$ cat config.mk
export PLATFORM = sky130hd
export DESIGN_NAME = param_proc_core
export DESIGN_NICKNAME = d
export VERILOG_FILES = /design/src/rtl/param_proc_core.sv
export SDC_FILE = /design/constraint.sdc
export NUM_CORES = 1
export LEC_CHECK = 0
export CORE_MARGIN = 2
export CORE_UTILIZATION = 42
export DETAILED_ROUTE_END_ITERATION = 8
export PLACE_DENSITY = 0.67
export SLEW_MARGIN = 25
export SYNTH_ARGS = -nofsm -noshare
export SYNTH_HDL_FRONTEND = slang
export SYNTH_SLANG_ARGS = --single-unit
export TNS_END_PERCENT = 1
$ cat constraint.sdc
create_clock -name clk -period 15.6 [get_ports clk]
set_input_delay 4.68 -clock clk [delete_from_list [all_inputs] [get_ports clk]]
set_output_delay 4.68 -clock clk [all_outputs]
set_load 0.02 [all_outputs]
$ cat src/rtl/param_proc_core.sv
// param_proc_core: accumulator core with register file, flags and optional shift-add MUL (macro PARAM_PROC_MUL_EN).
// One instruction per cycle while in_ready; MUL drops in_ready for DATA_W cycles, HLT drops it until rst.
module param_proc_core #(
  parameter int DATA_W = 8,
  parameter int NREG   = 8,
  localparam int AW    = $clog2(NREG)
) (
  input  logic              clk,
  input  logic              rst,
  input  logic              in_valid,
  output logic              in_ready,
  input  logic [3:0]        op,
  input  logic [AW-1:0]     ra,
  input  logic [AW-1:0]     rb,
  input  logic [DATA_W-1:0] imm,
  output logic [DATA_W-1:0] acc,
  output logic [3:0]        flags,
  output logic              halted,
  output logic [DATA_W-1:0] dbg_rdata
);
  localparam logic [3:0] OP_ROT  = 4'h0;
  localparam logic [3:0] OP_MOVA = 4'h1;
  localparam logic [3:0] OP_ADD  = 4'h2;
  localparam logic [3:0] OP_SUB  = 4'h3;
  localparam logic [3:0] OP_INR  = 4'h5;
  localparam logic [3:0] OP_DCR  = 4'h6;
  localparam logic [3:0] OP_ADI  = 4'h7;
  localparam logic [3:0] OP_HLT  = 4'h8;
  localparam logic [3:0] OP_SBI  = 4'h9;
  localparam logic [3:0] OP_NOP  = 4'hA;
  localparam logic [3:0] OP_MOV  = 4'hB;
  localparam logic [3:0] OP_MVI  = 4'hC;
  localparam logic [3:0] OP_ORI  = 4'hD;
  localparam logic [3:0] OP_ANI  = 4'hE;
  localparam logic [3:0] OP_XRI  = 4'hF;

`ifdef PARAM_PROC_MUL_EN
  localparam logic [3:0] OP_MUL = 4'h4;
  typedef enum logic [1:0] {S_RUN, S_MUL, S_HALT} state_t;
`else
  typedef enum logic [1:0] {S_RUN, S_HALT} state_t;
`endif

  state_t            state;
  logic [DATA_W-1:0] regs [NREG];
  logic [DATA_W-1:0] a_val, b_val, res;
  logic [DATA_W:0]   wide;
  logic              c_new, arith, set_acc, set_flags, reg_we;

  assign a_val     = regs[ra];
  assign b_val     = regs[rb];
  assign dbg_rdata = a_val;
  assign in_ready  = (state == S_RUN);
  assign halted    = (state == S_HALT);

  always_comb begin
    res       = acc;
    c_new     = flags[1];
    wide      = '0;
    arith     = 1'b0;
    set_acc   = 1'b0;
    set_flags = 1'b0;
    reg_we    = 1'b0;
    case (op)
      OP_ROT: begin
        set_acc   = 1'b1;
        set_flags = 1'b1;
        if (ra[0]) begin
          res   = {acc[0], acc[DATA_W-1:1]};
          c_new = acc[0];
        end else begin
          res   = {acc[DATA_W-2:0], acc[DATA_W-1]};
          c_new = acc[DATA_W-1];
        end
      end
      OP_MOVA: begin set_acc = 1'b1; res = b_val; end
      // the extra top bit of wide is carry for adds and borrow for subtracts
      OP_ADD: begin arith = 1'b1; wide = {1'b0, a_val} + {1'b0, b_val}; end
      OP_SUB: begin arith = 1'b1; wide = {1'b0, a_val} - {1'b0, b_val}; end
      OP_ADI: begin arith = 1'b1; wide = {1'b0, a_val} + {1'b0, imm}; end
      OP_SBI: begin arith = 1'b1; wide = {1'b0, a_val} - {1'b0, imm}; end
      OP_INR: begin reg_we = 1'b1; set_flags = 1'b1; res = a_val + DATA_W'(1); end
      OP_DCR: begin reg_we = 1'b1; set_flags = 1'b1; res = a_val - DATA_W'(1); end
      OP_MOV: begin reg_we = 1'b1; res = b_val; end
      OP_MVI: begin reg_we = 1'b1; res = imm; end
      OP_ORI: begin set_acc = 1'b1; set_flags = 1'b1; c_new = 1'b0; res = acc | imm; end
      OP_ANI: begin set_acc = 1'b1; set_flags = 1'b1; c_new = 1'b0; res = acc & imm; end
      OP_XRI: begin set_acc = 1'b1; set_flags = 1'b1; c_new = 1'b0; res = acc ^ imm; end
      OP_NOP: ;
      default: ;
    endcase
    if (arith) begin
      set_acc   = 1'b1;
      set_flags = 1'b1;
      res       = wide[DATA_W-1:0];
      c_new     = wide[DATA_W];
    end
  end

`ifdef PARAM_PROC_MUL_EN
  localparam int            CW       = $clog2(DATA_W);
  localparam logic [CW-1:0] CNT_LAST = CW'(DATA_W - 1);
  localparam logic [AW-1:0] R_HI     = AW'(NREG - 2);
  localparam logic [AW-1:0] R_LO     = AW'(NREG - 1);

  logic [2*DATA_W-1:0] mcand, prod, prod_nxt;
  logic [DATA_W-1:0]   mplier;
  logic [CW-1:0]       cnt;

  assign prod_nxt = mplier[0] ? prod + mcand : prod;
`endif

  always_ff @(posedge clk) begin
    if (rst) begin
      state <= S_RUN;
      acc   <= '0;
      flags <= '0;
      for (int i = 0; i < NREG; i++) regs[i] <= '0;
`ifdef PARAM_PROC_MUL_EN
      mcand  <= '0;
      prod   <= '0;
      mplier <= '0;
      cnt    <= '0;
`endif
    end else begin
      case (state)
        S_RUN: if (in_valid) begin
          if (set_acc)   acc <= res;
          if (set_flags) flags <= {res[DATA_W-1], res == '0, c_new, ~^res};
          if (reg_we)    regs[ra] <= res;
          if (op == OP_HLT) state <= S_HALT;
`ifdef PARAM_PROC_MUL_EN
          if (op == OP_MUL) begin
            state  <= S_MUL;
            mcand  <= {{DATA_W{1'b0}}, a_val};
            mplier <= b_val;
            prod   <= '0;
            cnt    <= '0;
          end
`endif
        end
`ifdef PARAM_PROC_MUL_EN
        S_MUL: begin
          prod   <= prod_nxt;
          mcand  <= mcand << 1;
          mplier <= mplier >> 1;
          cnt    <= cnt + CW'(1);
          if (cnt == CNT_LAST) begin
            regs[R_HI] <= prod_nxt[2*DATA_W-1:DATA_W];
            regs[R_LO] <= prod_nxt[DATA_W-1:0];
            state      <= S_RUN;
          end
        end
`endif
        default: ;
      endcase
    end
  end
endmodule

==> key figures <==
GRT
  – Largest net degree at the start of global routing: 43
  – First-pass GRT wire length: 30200 microns
  – GRT Total Usage: 24.5%
  – Number of global-route vias before repair: 5230
  – Number of antenna violations at the first check in global routing: 0
  – Total congestion overflow: 0

Yosys
  – Yosys cell types: 88
  – Main synth FF type: edfxtp_1
  – Syn_area_per_cell: 9.64 sq um
  – Asr flop ratio synth: 0%
  – Yosys Warn Count: 0
  – Syn Inst Count: 664
  – Synth area leader: edfxtp_1
  – Flops & latches, synth: 77
  – Number of synthesized flops with an enable pin: 64
  – Syn_nets: 723
  – Top area cells in the synthesized netlist: edfxtp_1 (30%), mux4_2 (8.4%), ha_1 (7.0%)
  – Sequential share of the synthesized area: 34.1%
  – Share of the synthesized area in the top cell type: 30.0%
  – Synthesized area: 6400 sq um

Floorplan
  – Die ar.: 16200 sq um
  – Top-level I/O count: 43
  – Die Y: 127 microns
  – Die W: 127 microns
  – Starting Density: 42.6%
  – Row count: 45
  – Core Area: 15000 sq um

Worst hold path
  – WHS Endpoint: flags[0]
  – Hold_sp: flags[0]
  – Cell count of the worst hold path: 2
  – Worst hold path type: flip-flop to flip-flop

Worst setup path
  – R2r endpoint: flags[0]
  – Critical Path End Type: primary output
  – CP Data Required Time: 10.92 ns
  – Kind of start point of the critical path: input pin
  – Critical Path AT: 7.26 ns
  – R2R setup slack: 10.10 ns
  – Crit path kind: input pin to primary output
  – Largest fanout on the critical path: 42
  – Worst reg2reg path depth: 18
  – R2R Path Start: regs[7][0]
  – CP startpoint: ra[0]

CTS
  – CTS buffer count: 9
  – CTS root buf: clkbuf_16
  – Worst-Skew Late Latency: 0.34 ns
  – TritonCTS clock tree: done
  – Worst-path clk slew: 0.06 ns
  – Htree depth: 3
  – Hold buffer count at CTS: 0
  – Clock tree buffer depth: 2
  – Post-CTS Setup Inserts: 0
  – CTS resizes: 0
  – CTS sink cnt: 77

Cells and area
  – Diode count: 0
  – Design area: 7150 sq um
  – Sequential cell area: 2180 sq um
  – Area of the multi-input gates: 3890 sq um
  – Share of cells above drive strength 1: 12.7%
  – Final Net Count: 745
  – Fill count: 1369
  – Final core occ: 47.5%
  – P&R area growth vs syn: 11.6%

STA
  – Max Freq: 83.8 MHz
  – Tmin final: 11.94 ns
  – TNS Setup: 0 ns
  – Final Setup Violations: 0
  – Clk_skew: 0.0131 ns
  – RSZ-0062 raised after global routing: false
  – Worst Max-Slew Pin Slew: 1.01 ns
  – Fin crit share: 76.5%
  – Rel. slew slack: 32.4%
  – Final Max Slew Viols: 0
  – Final Hold Fails: 0

Route
  – Via Count: 5585
  – DRT Pass-1 Iters: 6
  – WL/cell: 22.7 microns
  – DRT antenna net count: 0
  – WL final: 19900 microns
  – Initial drt markers: 539
  – Vias per inst: 6.35
  – Post-route DRC: 0

Power
  – NetSw: 232 uW
  – Clock power share: 29.8%
  – Internal power: 429 uW
  – Switching Fraction: 35.1%
  – Comb pwr share: 33.6%
  – PwrDens: 92.4 nW/um^2
  – Part of the power in registers: 36.5%
  – VDD IR max: 0.0620 mV
  – Leakage: 0.00263 uW

Run
  – Max-cap viol count: 0

Placed design
  – Buffers on Ports: 42
  – Placed cell areas: 6900 sq um
  – Gp weighted congestion: 0.923
  – Dpl hpwl: 15300 microns

Run status
  – Status: complete, no violations
## cells in the mapped netlist (8+ instances only)
library cell and count:
edfxtp_1 64, a22oi_1 13, clkbuf_1 10, nand2_1 39, a21oi_1 27, inv_1 35, nor2b_1 11, o21ai_0 30
nor2_1 106, o211ai_1 8, mux2i_1 20, mux4_2 24, xnor2_1 12, nand2b_1 13, ha_1 36, buf_2 17
nor3_1 10, a31oi_1 11, nand3_1 19, mux2_2 11, dfxtp_1 13
## worst max-delay path: stages
cell	delay [ns]
buf_2	0.75
inv_1	0.24
nor2_1	0.30
a22oi_1	0.14
o221ai_1	0.43
clkdlybuf4s50_1	0.70
## cells in the final DEF (no fill, tap or decap), types with 20 or more instances in the layout
| master | count |
|---|---|
| a21oi_1 | 27 |
| clkdlybuf4s50_1 | 36 |
| inv_1 | 35 |
| mux2i_1 | 20 |
| ha_1 | 36 |
| edfxtp_1 | 64 |
| o21ai_0 | 30 |
| mux4_2 | 24 |
| nor2_1 | 106 |
| nand2_1 | 39 |
## logic make-up after synthesis
group / share of synthesized area [%]
muxes: 14.7
and+or+nand+nor: 17.6
xor gates and xnor gates: 2.46
AOI/OAI and AO/OA: 18.3
adders and majority gates: 7.66
buffers and inverters: 5.20
DFF: 34.1
## registers in the layout, summed over array words and instances, names as in the netlist
register	flops
acc	8
flags	4
regs	64
state	1
## worst max path at each step
stage | endpoint | slack (ns)
2_1_floorplan | dbg_rdata[6] | 4.57
3_3_place_gp | dbg_rdata[4] | 3.50
3_5_place_dp | dbg_rdata[2] | 3.38
4_1_cts | dbg_rdata[2] | 3.39
5_1_grt | dbg_rdata[6] | 3.51
6_report | dbg_rdata[6] | 3.66
## power by group through the flow
stage	sequential, uW	combinational, uW	clock, uW
after floorplan	245	152	0
after global placement	245	217	0
after detailed placement	245	221	0
after CTS	241	222	200
after global routing	242	239	208
final	241	222	197
## area by class of cell
cell class	instances	area share [%]
Timing Repair Buffer	47	5.99
Sequential cell	77	30.5
Inverter	37	1.94
Clock buffer	10	3.20
Clock inverter	6	0.648
Tap cell	188	3.29
Multi-Input combinational cell	514	54.4
## layer usage
metal / GRT usage (%) / wire length, microns / vias to the layer above
met5: 0 / 0 / -
met4: 11.8 / 1020 / 0
met3: 3.39 / 1170 / 62
met2: 42.2 / 9630 / 266
met1: 30.4 / 8110 / 2723
li1: - / - / 2534
## stage by stage
stage | total power [uW] | setup slack [ns] | hold WS, ns | std cells
2_1_floorplan | 397 | 4.57 | 0.580 | 664
3_3_place_gp | 462 | 3.50 | 0.479 | 863
3_5_place_dp | 466 | 3.38 | 0.490 | 863
4_1_cts | 663 | 3.39 | 0.505 | 879
5_1_grt | 689 | 3.51 | 0.519 | 879
6_report | 660 | 3.66 | 0.492 | 879
Power figures use the tool's default switching activity.
